$ cat src/rtl/fetch_unit_multicycle_if.sv
// Instruction-memory read port of the fetch unit: req/addr out, ack/rdata back.
// The master side is the fetch unit; the slave side is the instruction memory.
interface fetch_unit_multicycle_if #(
    parameter int ADDR_W  = 16,
    parameter int INSTR_W = 32
);
    logic               imem_req;
    logic [ADDR_W-1:0]  imem_addr;
    logic               imem_ack;
    logic [INSTR_W-1:0] imem_rdata;

    modport master (
        output imem_req,
        output imem_addr,
        input  imem_ack,
        input  imem_rdata
    );

    modport slave (
        input  imem_req,
        input  imem_addr,
        output imem_ack,
        output imem_rdata
    );
endinterface

$ cat src/rtl/fetch_unit_multicycle.sv
// Instruction-fetch stage for the multicycle RISC core.
// Owns the program counter and instruction register, and runs a req/ack
// handshake to instruction memory when the control unit pulses IR_enable.
// Optional feature macro FETCH_TIMEOUT_EN: bounds the memory wait to TIMEOUT
// cycles; on expiry the instruction register is cleared and the sticky
// fetch_error flag is raised. Without the macro the wait is unbounded and
// fetch_error is tied low.
module fetch_unit_multicycle #(
    parameter int                ADDR_W   = 16,
    parameter int                INSTR_W  = 32,
    parameter logic [ADDR_W-1:0] RESET_PC = {ADDR_W{1'b0}},
    parameter int                TIMEOUT  = 15
) (
    input  logic                    clk,
    input  logic                    reset_n,
    input  logic                    IR_enable,
    input  logic                    PC_enable,
    input  logic                    branch,
    input  logic                    jump,
    input  logic                    branch_cond,
    fetch_unit_multicycle_if.master imem,
    output logic [INSTR_W-1:0]      instr,
    output logic [4:0]              opcode,
    output logic [ADDR_W-1:0]       pc,
    output logic                    fetch_busy,
    output logic                    fetch_error
);

    // Parameter sanity: the opcode slice needs 32-bit instructions, the jump
    // target and the 32-bit sign extension need ADDR_W within INSTR_W and 32,
    // and the timeout counter is 8 bits.
    generate
        if (INSTR_W < 32 || ADDR_W < 1 || ADDR_W > 32 || ADDR_W > INSTR_W ||
            TIMEOUT < 1 || TIMEOUT > 255) begin : g_bad_param
            $error("fetch_unit_multicycle: illegal parameter combination");
        end
    endgenerate

    typedef enum logic [0:0] {
        ST_IDLE = 1'b0,
        ST_REQ  = 1'b1
    } state_t;

    localparam logic [ADDR_W-1:0] PC_ONE = {{(ADDR_W-1){1'b0}}, 1'b1};

    state_t             state_r;
    logic [ADDR_W-1:0]  pc_r;
    logic [ADDR_W-1:0]  pc_next_s;
    logic [ADDR_W-1:0]  branch_off_s;
    logic [INSTR_W-1:0] instr_r;
    logic               imem_req_r;
    logic [ADDR_W-1:0]  imem_addr_r;

`ifdef FETCH_TIMEOUT_EN
    localparam logic [7:0] TIMEOUT_LAST = 8'(TIMEOUT - 1);
    logic [7:0]         timeout_cnt_r;
    logic               fetch_error_r;
`endif

    // Next PC: only an IDLE-cycle PC_enable moves the PC; jump beats a taken branch.
    always_comb begin
        pc_next_s    = pc_r;
        branch_off_s = ADDR_W'({{16{instr_r[15]}}, instr_r[15:0]});
        if (state_r == ST_IDLE && PC_enable) begin
            if (jump) begin
                pc_next_s = instr_r[ADDR_W-1:0];
            end else if (branch && branch_cond) begin
                pc_next_s = pc_r + PC_ONE + branch_off_s;
            end else begin
                pc_next_s = pc_r + PC_ONE;
            end
        end else begin
            pc_next_s = pc_r;
        end
    end

    // Fetch FSM, PC/IR registers and memory request; the fetch address is the
    // PC after this edge's update so a same-cycle PC_enable+IR_enable fetches
    // the new instruction.
    always_ff @(posedge clk or negedge reset_n) begin
        if (!reset_n) begin
            state_r       <= ST_IDLE;
            pc_r          <= RESET_PC;
            instr_r       <= {INSTR_W{1'b0}};
            imem_req_r    <= 1'b0;
            imem_addr_r   <= RESET_PC;
`ifdef FETCH_TIMEOUT_EN
            timeout_cnt_r <= 8'd0;
            fetch_error_r <= 1'b0;
`endif
        end else begin
            pc_r <= pc_next_s;
            case (state_r)
                ST_IDLE: begin
                    if (IR_enable) begin
                        state_r       <= ST_REQ;
                        imem_req_r    <= 1'b1;
                        imem_addr_r   <= pc_next_s;
`ifdef FETCH_TIMEOUT_EN
                        timeout_cnt_r <= 8'd0;
`endif
                    end else begin
                        state_r    <= ST_IDLE;
                        imem_req_r <= 1'b0;
                    end
                end
                ST_REQ: begin
                    if (imem.imem_ack) begin
                        instr_r    <= imem.imem_rdata;
                        imem_req_r <= 1'b0;
                        state_r    <= ST_IDLE;
`ifdef FETCH_TIMEOUT_EN
                    end else if (timeout_cnt_r == TIMEOUT_LAST) begin
                        instr_r       <= {INSTR_W{1'b0}};
                        fetch_error_r <= 1'b1;
                        imem_req_r    <= 1'b0;
                        state_r       <= ST_IDLE;
                    end else begin
                        timeout_cnt_r <= timeout_cnt_r + 8'd1;
                    end
`else
                    end else begin
                        state_r <= ST_REQ;
                    end
`endif
                end
                default: begin
                    state_r    <= ST_IDLE;
                    imem_req_r <= 1'b0;
                end
            endcase
        end
    end

    // Stall is combinational so the control unit holds FETCH in the request cycle.
    assign fetch_busy = (state_r == ST_REQ) || (state_r == ST_IDLE && IR_enable);

    assign imem.imem_req  = imem_req_r;
    assign imem.imem_addr = imem_addr_r;
    assign instr          = instr_r;
    assign opcode         = instr_r[INSTR_W-1 -: 5];
    assign pc             = pc_r;
`ifdef FETCH_TIMEOUT_EN
    assign fetch_error    = fetch_error_r;
`else
    assign fetch_error    = 1'b0;
`endif

endmodule

$ cat src/flat_wrapper.sv
// flat-port wrapper written by rule: the top's interface ports become plain ports
module fetch_unit_multicycle_flat 
#(
    parameter int                ADDR_W   = 16,
    parameter int                INSTR_W  = 32,
    parameter logic [ADDR_W-1:0] RESET_PC = {ADDR_W{1'b0}},
    parameter int                TIMEOUT  = 15
)
  (clk, reset_n, IR_enable, PC_enable, branch, jump, branch_cond, instr, opcode, pc, fetch_busy, fetch_error, imem_imem_req, imem_imem_addr, imem_imem_ack, imem_imem_rdata);
  fetch_unit_multicycle_if #(.ADDR_W(ADDR_W), .INSTR_W(INSTR_W)) imem_i ();
  input  logic clk;
  input  logic reset_n;
  input  logic IR_enable;
  input  logic PC_enable;
  input  logic branch;
  input  logic jump;
  input  logic branch_cond;
  output logic [INSTR_W-1:0] instr;
  output logic [4:0] opcode;
  output logic [ADDR_W-1:0] pc;
  output logic fetch_busy;
  output logic fetch_error;
  output wire logic [$bits(imem_i.imem_req)-1:0] imem_imem_req;
  output wire logic [$bits(imem_i.imem_addr)-1:0] imem_imem_addr;
  input wire logic [$bits(imem_i.imem_ack)-1:0] imem_imem_ack;
  input wire logic [$bits(imem_i.imem_rdata)-1:0] imem_imem_rdata;
  assign imem_imem_req = imem_i.imem_req;
  assign imem_imem_addr = imem_i.imem_addr;
  assign imem_i.imem_ack = imem_imem_ack;
  assign imem_i.imem_rdata = imem_imem_rdata;
  fetch_unit_multicycle #(.ADDR_W(ADDR_W), .INSTR_W(INSTR_W), .RESET_PC(RESET_PC), .TIMEOUT(TIMEOUT)) u_core (.clk(clk), .reset_n(reset_n), .IR_enable(IR_enable), .PC_enable(PC_enable), .branch(branch), .jump(jump), .branch_cond(branch_cond), .imem(imem_i), .instr(instr), .opcode(opcode), .pc(pc), .fetch_busy(fetch_busy), .fetch_error(fetch_error));
endmodule
$ cat config.mk
export PLATFORM = sky130hd
export DESIGN_NAME = fetch_unit_multicycle_flat
export DESIGN_NICKNAME = d
export VERILOG_FILES = /design/src/rtl/fetch_unit_multicycle_if.sv /design/src/rtl/fetch_unit_multicycle.sv /design/src/flat_wrapper.sv
export SDC_FILE = /design/constraint.sdc
export NUM_CORES = 1
export LEC_CHECK = 0
export CAP_MARGIN = 20
export CORE_ASPECT_RATIO = 1.5
export CORE_UTILIZATION = 43
export DETAILED_ROUTE_END_ITERATION = 12
export HOLD_SLACK_MARGIN = 0.06
export PLACE_DENSITY = 0.76
export SYNTH_ARGS = -nofsm -noshare
export SYNTH_HDL_FRONTEND = slang
export SYNTH_SLANG_ARGS = --single-unit
$ cat constraint.sdc
create_clock -name clk -period 2.65 [get_ports clk]
set_clock_uncertainty 0.05 [all_clocks]
set_input_delay 0.53 -clock clk [delete_from_list [all_inputs] [get_ports clk]]
set_output_delay 0.53 -clock clk [all_outputs]
set_load 0.005 [all_outputs]
==> results.json, run 1 <==
{
  "status": "finished, violations left",
  "violations": "setup timing",
  "r2r-end": "u_core.imem.imem_addr[13]",
  "cts_tree": "built",
  "start_util_pct": 44.08,
  "endpoint_kind": "flip-flop",
  "die_w_um": 79.45,
  "power_per_cell_area_nw_per_um2": 1120,
  "cp_top_family": "compound AO/OA/AOI/OAI gates",
  "nets": 618,
  "clockRootBuffer": "clkbuf_16",
  "grt_pass1_wl_mm": 18.88,
  "clk_path_buf_depth": 2,
  "peakVddDrop_v": 0.0006292,
  "crit_path_start_kind": "flip-flop",
  "cts_made_buffers": 9,
  "cpMostUsedCell": "a21o_1",
  "routed_wl_mm": 11.72,
  "critPathRequiredTime_ns": 2.82,
  "p_total_mw": 6.951,
  "relSlewSlack_pct": 55.10,
  "post_drt_via_cell_ratio": 5.487,
  "finalCritPeriodShare_pct": 110.6,
  "fin_tns_setup_ns": -1.398,
  "syn_nets": 443,
  "grt_max_degree": 29,
  "ys_top_cells_by_area": "dfrtp_1, mux2_2, ha_1",
  "row_count": 42,
  "detail-route-antenna-nets": 0,
  "period_minus_slack_ns": 2.932,
  "fill_cells": 611,
  "gp_congestion": 0.9486,
  "diodes": 0,
  "syn-instance-count": 382,
  "syn_to_final_growth_pct": 60.35,
  "io_pins": 112,
  "syn_area_per_cell_um2": 10.13,
  "firstDrtPassIters": 7,
  "crit_start": "u_core.pc[1]",
  "rr_startpoint": "u_core.pc[1]",
  "synth-seq-cells": 66,
  "grtUsageTotal_pct": 26.18,
  "hold_class": "primary input to asynchronous set/reset pin",
  "slew_violations": 0,
  "max_stage_delay_ns": 0.36,
  "yosys.area.top_type_share_pct": 42.69,
  "clock.fmax_mhz": 341.1,
  "synth_edf_count": 0,
  "drive_gt1_share_pct": 32.03,
  "place_worst_setup_slack_ns": -0.3423,
  "p_leak_nw": 2.692,
  "io_buffers": 110,
  "maxCapViolations": 0,
  "hold_buffers": 0,
  "coreArea_um2": 8776,
  "cp_num_buf_inv": 0,
  "syn_area_um2": 3869,
  "clk_pin_slew_ns": 0.06,
  "die-height_um": 118.2,
  "crit_fanout": 5,
  "die_area_um2": 9388,
  "worst_skew_pair.late_latency_ns": 0.32,
  "ys.flop_type": "dfrtp_1",
  "grt-ovfl-total": 0,
  "timing.final.hold_violations": 0,
  "antenna_found_initial": 0,
  "yosysUniqueCellTypes": 46,
  "rsz0062_at_grt": "true",
  "grt_pass1_vias": 3893,
  "crit_chain": "ha_2, and2_4, nand4_1, xnor2_1, ha_1, a21o_1, a21o_1, a221oi_2, and3_1, o21ai_2, a22o_1, mux2_2",
  "yosys.area.top_type": "dfrtp_1",
  "ys_warn_count": 0,
  "drc": 0,
  "worst_pin_slew_ns": 0.6735,
  "r2r_slack_ns": -0.28,
  "setup_ws_ns": -0.2819,
  "drt-initial-drc-count": 232,
  "dp_hpwl_mm": 8.602,
  "routedWlPerCell_um": 17.44,
  "synth-async-reset-ratio_pct": 100.0,
  "slowest_stage": "dfrtp_1",
  "fin_util_pct": 70.69,
  "cts_sinks": 66,
  "worst-setup-path-type": "flip-flop to flip-flop",
  "worst-r2r-cell-count": 12,
  "setup_viol": 12,
  "cts_max_level": 3,
  "synth_seq_area_share_pct": 42.69,
  "vias": 3687,
  "cp.arrival_ns": 3.10
}
-- registers in the layout, summed over array words and instances, names as in the netlist --
name and count:
u_core.imem.imem_addr 16, u_core.imem.imem_req 1, u_core.instr 32, u_core.pc 16, u_core.state_r 1
-- placed cells by master (no fill, tap or decap), types with 9 or more instances in the layout --
cell             instances
inv_1                    9
xnor2_1                 12
nor2_1                  20
clkdlybuf4s50_1        109
o21ai_0                 12
nand2_1                 36
mux2_2                  37
a21oi_1                 12
buf_4                   72
dfrtp_1                 66
clkbuf_16                9
ha_1                    15
-- worst max-delay path by stage --
stage	endpoint	slack, ns	cells after the start
after global routing	u_core.imem.imem_addr[13]	-0.44	12
after global placement	u_core.imem.imem_addr[13]	-0.23	13
after detailed placement	u_core.imem.imem_addr[13]	-0.34	13
after CTS	u_core.imem.imem_addr[13]	-0.23	12
after floorplan	u_core.imem.imem_addr[13]	-0.22	13
final	u_core.imem.imem_addr[13]	-0.28	12
-- through the flow --
stage               cells  instance area, um2  hold WS (ns)
finish                672                6203        0.1227
global route          672                6203        0.1537
CTS                   669                6061        0.1302
detailed placement    641                5490        0.4201
global placement      641                5490        0.4108
floorplan             382                3882        0.1844
-- report_power, final --
group / switching (mW) / internal [mW] / total [mW]
Sequential: 0.277 / 1.34 / 1.62
Combinational: 1.77 / 2.29 / 4.06
Clock: 0.428 / 0.849 / 1.28
-- area by class of cell --
cell class / count / area, um2 / area share [%]
multi-input combinational: 286 / 2371 / 38.22
clock inverter: 4 / 75.07 / 1.210
tap: 110 / 137.6 / 2.219
sequential: 66 / 1652 / 26.62
inverter: 9 / 33.78 / 0.5446
timing repair buffer: 185 / 1688 / 27.21
clock buffer: 12 / 246.5 / 3.973
-- metal layers --
layer | vias to the layer above | GRT usage [%] | share of wire [%]
met2 | 159 | 45.30 | 53
met4 | 0 | 12.05 | 3.0
met5 | - | 0 | 0
li1 | 1708 | - | -
met1 | 1795 | 30.58 | 38
met3 | 25 | 4.865 | 5.6
-- cell families (layout without fill, tap and decap cells) --
logic type      Yosys count  in the layout  share of synthesized area (%)
mux                      45             45                          12.94
other cells               1              1                        0.09693
xor+xnor                 26             26                          5.886
flops                    66             66                          42.69
compound gates           84             84                          14.13
simple gates            109            109                          13.78
buf+inv                  30            210                          3.493
fa+ha+maj                21             21                          6.986
-- cell usage after synthesis, drive strengths merged, types with 2 or more instances --
cell type and n:
a211oi 4, a21boi 2, a21o 8, a21oi 19, a221oi 2, a22o 3, a31oi 7, and2 7
and3 4, buf 9, clkbuf 12, dfrtp 66, ha 20, inv 9, mux2 40, mux2i 5
nand2 38, nand2b 4, nand3 8, nand4 5, nor2 22, nor2b 4, nor3 7, o211ai 6
o21ai 20, o21bai 2, o221ai 4, o22ai 3, or3 5, xnor2 18, xor2 8
-- repair_timing --
action | 4_1_cts | 5_1_grt
setup buffers | 12 | 3
gates resized for setup | 33 | 21
setup endpoints to repair | 17 | 21
pin swaps | 31 | 24
No activity file was read; power rests on OpenSTA's default activity.
==> run 2: changes to the inputs <==
--- a/config.mk
+++ b/config.mk
@@ -7,6 +7,7 @@
 export LEC_CHECK = 0
 export CAP_MARGIN = 20
 export CORE_ASPECT_RATIO = 1.5
+export CORE_MARGIN = 5
 export CORE_UTILIZATION = 43
 export DETAILED_ROUTE_END_ITERATION = 12
 export HOLD_SLACK_MARGIN = 0.06
==> run 2 against run 1 <==
Cell area fell by 0.20%. Utilization fell by 0.56 points. Sequential share of layout area rose by 0.054 points. Critical path type unchanged. Maximum frequency rose by 1.1%. Critical path depth did not move. Die area rose by 18%. Sequential power barely moved. The flow still finishes with violations (setup timing). First-iteration DRC count fell by 10%.
==> results.json, run 2 (same netlist as run 1, synthesis figures left out) <==
{
  "cts_made_buffers": 9,
  "relSlewSlack_pct": 45.37,
  "start_util_pct": 43.82,
  "dp_hpwl_mm": 9.313,
  "crit_chain": "ha_2, and2_4, nand2_2, or3_4, xnor2_4, ha_4, buf_4, a221oi_2, and3_1, o21ai_2, a22o_1, mux2_4",
  "grt_max_degree": 40,
  "period_minus_slack_ns": 2.901,
  "maxCapViolations": 0,
  "design_area_um2": 6191,
  "met1_usage_pct": 25.31,
  "grt_pass1_wl_mm": 19.66,
  "critPathRequiredTime_ns": 2.81,
  "finalCritPeriodShare_pct": 109.5,
  "gp_congestion": 0.9315,
  "timing.final.hold_violations": 0,
  "fin_util_pct": 70.12,
  "max_stage_delay_ns": 0.40,
  "clk_pin_slew_ns": 0.06,
  "slew_violations": 0,
  "peakVddDrop_v": 0.0005748,
  "drc": 0,
  "setup_viol": 14,
  "crit_fanout": 5,
  "power_per_cell_area_nw_per_um2": 1113,
  "cp_top_family": "simple AND/OR/NAND/NOR gates",
  "status": "finished, violations left",
  "syn_to_final_growth_pct": 60.03,
  "rsz0062_at_grt": "true",
  "met3_usage_pct": 4.118,
  "drt-initial-drc-count": 208,
  "clk_path_buf_depth": 2,
  "cts_tree": "built",
  "largest_reg_flops": 32,
  "violations": "setup timing",
  "routedWlPerCell_um": 18.68,
  "detail-route-antenna-nets": 0,
  "grt-ovfl-total": 0,
  "p_leak_nw": 2.676,
  "use_met2_pct": 40.63,
  "io_buffers": 110,
  "placed_area_um2": 5493,
  "worst-setup-path-type": "flip-flop to flip-flop",
  "endpoint_kind": "flip-flop",
  "firstDrtPassIters": 4,
  "grtUsageTotal_pct": 22.86,
  "row_count": 42,
  "setup_ws_ns": -0.2511,
  "die-height_um": 126.2,
  "diodes": 0,
  "slowest_stage": "or3_4",
  "clock.fmax_mhz": 344.7,
  "cts_max_level": 3,
  "io_pins": 112,
  "final_cell_mix": "clkdlybuf4s50_1, buf_4, dfrtp_1, mux2_2, nand2_1",
  "coreArea_um2": 8828,
  "worst_pin_slew_ns": 0.8195,
  "die_area_um2": 11030,
  "finalNonFillerCells": 672,
  "antenna_found_initial": 0,
  "routed_wl_mm": 12.55,
  "grt_pass1_vias": 4019,
  "final_common_cell": "clkdlybuf4s50_1",
  "hold_class": "primary input to asynchronous set/reset pin",
  "cts_sinks": 66,
  "busiest_layer": "met2",
  "cp_num_buf_inv": 1,
  "nets": 618,
  "vias": 3664,
  "die_w_um": 87.45,
  "drive_gt1_share_pct": 33.99,
  "crit_path_start_kind": "flip-flop",
  "place_inst": 643,
  "cp.arrival_ns": 3.06,
  "worst_skew_pair.late_latency_ns": 0.33,
  "post_drt_via_cell_ratio": 5.452,
  "clockRootBuffer": "clkbuf_16"
}
## run 2: cell types whose count changed in the layout (fill, tap and decap cells not counted), moves of 3 or more
cell      previous run  this run
o21ai_2              3         6
buf_6                1         6
buf_4               72        68
nor2_2               1         4
clkinv_2             0         3
## run 2: layout make-up
type / count / area [um2]
Tap cell: 110 / 137.6
Fill cell: 685 / 2638
Clock inverter: 5 / 30.03
Multi-Input combinational cell: 286 / 2401
Clock buffer: 11 / 242.7
Timing Repair Buffer: 185 / 1694
Sequential cell: 66 / 1652
Inverter: 9 / 33.78
## run 2: worst register-to-register path, stage by stage (launching register included)
cell and delay [ns]:
dfrtp_1 0.35, ha_2 0.18, and2_4 0.17, nand2_2 0.06, or3_4 0.40, xnor2_4 0.15
ha_4 0.28, buf_4 0.14, a221oi_2 0.26, and3_1 0.22, o21ai_2 0.06, a22o_1 0.21
mux2_4 0.26
## run 2: worst paths after layout
path / start / cells past startpoint / slack (ns) / to
max in group asynchronous: reset_n / 2 / 1.71 / u_core.imem.imem_addr[8]
setup reg to reg: u_core.pc[0] / 12 / -0.25 / u_core.imem.imem_addr[13]
setup / recovery: u_core.pc[0] / 12 / -0.25 / u_core.imem.imem_addr[13]
hold reg to reg: u_core.imem.imem_addr[14] / 2 / 0.45 / u_core.imem.imem_addr[14]
hold / removal: reset_n / 1 / 0.20 / u_core.imem.imem_addr[4]
min in group clk: u_core.imem.imem_addr[14] / 2 / 0.45 / u_core.imem.imem_addr[14]
## run 2: report_power, final
part / switching [mW] / internal, mW
combinational: 1.83 / 2.36
clock: 0.437 / 0.653
sequential: 0.278 / 1.34
## run 2: repair_timing
action	4_1_cts	5_1_grt
hold buffers	0	0
setup buffers	7	7
endpoints found under the hold margin	0	0
pin swaps	31	28
setup endpoints to repair	18	21
resized for setup	36	34
## run 2: per-stage QoR
stage	power [mW]	TNS [ns]	worst slack, ns	hold WS [ns]
3_5_place_dp	5.040	-3.092	-0.3096	0.4205
6_report	6.892	-1.528	-0.2511	0.1956
5_1_grt	7.339	-4.271	-0.3798	0.2449
2_1_floorplan	3.281	-0.3590	-0.2203	0.1844
4_1_cts	6.487	-1.187	-0.2110	0.2185
3_3_place_gp	4.958	-2.104	-0.2562	0.4107
## run 2: layer usage
metal  up-vias  wire (um)
met4         0        293
met1      1788       4632
met2       134       6925
met3        27        701
met5         -          0
li1       1715          -
==> run 3: changes to the inputs <==
--- a/config.mk
+++ b/config.mk
@@ -12,6 +12,7 @@
 export DETAILED_ROUTE_END_ITERATION = 12
 export HOLD_SLACK_MARGIN = 0.06
 export PLACE_DENSITY = 0.76
+export SETUP_SLACK_MARGIN = 0.15
 export SYNTH_ARGS = -nofsm -noshare
 export SYNTH_HDL_FRONTEND = slang
 export SYNTH_SLANG_ARGS = --single-unit
==> run 3 against run 2 <==
The run still ends with setup timing left. Die area unchanged. Combinational power up 8.6%. Power up 6.1%. Maximum frequency down 0.12%. Routed wire length up 7.2%. Utilization up 2.1 points. First-iteration DRC count up 21%. Clock power about the same. Sequential share of layout area down 0.78 points. Worst hold slack worse by 0.041 ns. Largest power group unchanged.
==> results.json, run 3 (same netlist as run 1, synthesis figures left out) <==
{
  "status": "finished, violations left",
  "violations": "setup timing",
  "relSlewSlack_pct": 65.02,
  "placed_area_um2": 5517,
  "largest_reg_flops": 32,
  "crit_fanout": 5,
  "grt_pass1_vias": 4001,
  "clock.fmax_mhz": 344.3,
  "drive_gt1_share_pct": 35.98,
  "cpMostUsedCell": "a21o_1",
  "worst_pin_slew_ns": 0.5247,
  "rr_startpoint": "u_core.pc[0]",
  "rsz0062_at_grt": "true",
  "die_w_um": 87.45,
  "post_drt_via_cell_ratio": 5.597,
  "worst-setup-path-type": "flip-flop to flip-flop",
  "clockRootBuffer": "clkbuf_16",
  "crit_chain": "ha_2, and2_4, nand4_1, xnor2_1, ha_1, a21o_1, a21o_1, a221oi_2, and3_1, o21ai_1, a22o_1, mux2_2",
  "slowest_stage": "dfrtp_1",
  "dp_hpwl_mm": 9.101,
  "vias": 3789,
  "p_leak_nw": 2.781,
  "clk_path_buf_depth": 2,
  "peakVddDrop_v": 0.0008173,
  "coreArea_um2": 8828,
  "cts_max_level": 3,
  "syn_to_final_growth_pct": 64.84,
  "cts_tree": "built",
  "nets": 623,
  "r2r-end": "u_core.imem.imem_addr[13]",
  "diodes": 0,
  "finalCritPeriodShare_pct": 109.6,
  "drt-initial-drc-count": 251,
  "routed_wl_mm": 13.46,
  "final_cell_mix": "clkdlybuf4s50_1, buf_4, dfrtp_1, nand2_1, mux2_2",
  "power_per_cell_area_nw_per_um2": 1146,
  "start_util_pct": 43.82,
  "detail-route-antenna-nets": 0,
  "grt_pass1_wl_mm": 20.11,
  "cts_made_buffers": 9,
  "setup_ws_ns": -0.2545,
  "max_stage_delay_ns": 0.36,
  "crit_path_start_kind": "flip-flop",
  "hold_slack_ns": 0.1544,
  "hold_class": "primary input to asynchronous set/reset pin",
  "die_area_um2": 11030,
  "setup_viol": 18,
  "gp_congestion": 0.9199,
  "routedWlPerCell_um": 19.88,
  "r2r_slack_ns": -0.25,
  "grt-ovfl-total": 0,
  "hold_buffers": 0,
  "worst_skew_pair.late_latency_ns": 0.34,
  "design_area_um2": 6377,
  "final_common_cell": "clkdlybuf4s50_1",
  "die-height_um": 126.2,
  "io_buffers": 110,
  "cp.arrival_ns": 3.07,
  "cp_num_buf_inv": 0,
  "clk_pin_slew_ns": 0.06,
  "timing.final.hold_violations": 0,
  "maxCapViolations": 0,
  "slew_violations": 0,
  "cp_top_family": "compound AO/OA/AOI/OAI gates",
  "endpoint_kind": "flip-flop",
  "antenna_found_initial": 0,
  "critPathRequiredTime_ns": 2.82,
  "cts_sinks": 66,
  "row_count": 42,
  "fin_tns_setup_ns": -2.565,
  "grtUsageTotal_pct": 23.50,
  "p_total_mw": 7.311,
  "firstDrtPassIters": 7,
  "io_pins": 112,
  "fin_util_pct": 72.24,
  "worst-r2r-cell-count": 12,
  "period_minus_slack_ns": 2.905,
  "grt_max_degree": 67,
  "drc": 0
}
[run 3: cell count changes in the layout (fill, tap and decap cells not counted), moves of 3 or more]
cell,previous run,this run
mux2_2,37,34
buf_4,68,71
a21oi_1,10,7
xnor2_1,14,10
mux2_4,3,6
xnor2_2,3,6
[run 3: routing by layer]
metal | GRT usage [%] | part of all wire [%] | wire [um]
met1 | 27.76 | 36 | 4850
met2 | 40.28 | 54 | 7245
met5 | 0 | 0 | 0
met4 | 8.943 | 3.2 | 430
met3 | 5.882 | 6.9 | 931
[run 3: cell type report]
cell class	count	area, um2
Clock buffer	11	242.7
Clock inverter	5	30.03
Fill cell	605	2451
Inverter	9	33.78
Multi-Input combinational cell	286	2534
Sequential cell	66	1652
Tap cell	110	137.6
Timing Repair Buffer	190	1748
[run 3: metrics by stage]
stage                     setup WS (ns)  std cells
after global routing            -0.3629        677
after global placement          -0.2250        641
after detailed placement        -0.2625        641
after floorplan                 -0.2196        382
after CTS                       -0.2142        663
final                           -0.2545        677
[run 3: worst register-to-register path, stage by stage, from the launching register on]
cell      delay, ns
dfrtp_1        0.36
ha_2           0.19
and2_4         0.18
nand4_1        0.19
xnor2_1        0.19
ha_1           0.29
a21o_1         0.17
a21o_1         0.18
a221oi_2       0.29
and3_1         0.19
o21ai_1        0.06
a22o_1         0.19
mux2_2         0.26
[run 3: worst max-delay path by stage]
stage | startpoint | to | cells after the start
6_report | u_core.pc[0] | u_core.imem.imem_addr[13] | 12
2_1_floorplan | u_core.pc[0] | u_core.imem.imem_addr[13] | 13
3_5_place_dp | u_core.pc[1] | u_core.imem.imem_addr[13] | 13
5_1_grt | u_core.pc[0] | u_core.imem.imem_addr[13] | 12
3_3_place_gp | u_core.pc[1] | u_core.imem.imem_addr[13] | 13
4_1_cts | u_core.pc[0] | u_core.imem.imem_addr[13] | 12
[run 3: what timing repair did]
item	in CTS	in global routing
gates resized for setup	24	58
pin swaps	28	41
setup buffers	6	14
endpoints found under the setup margin	22	24
[run 3: power by group]
group,switching [mW],internal [mW]
Combinational,2.00,2.55
Clock,0.464,0.654
Sequential,0.305,1.34
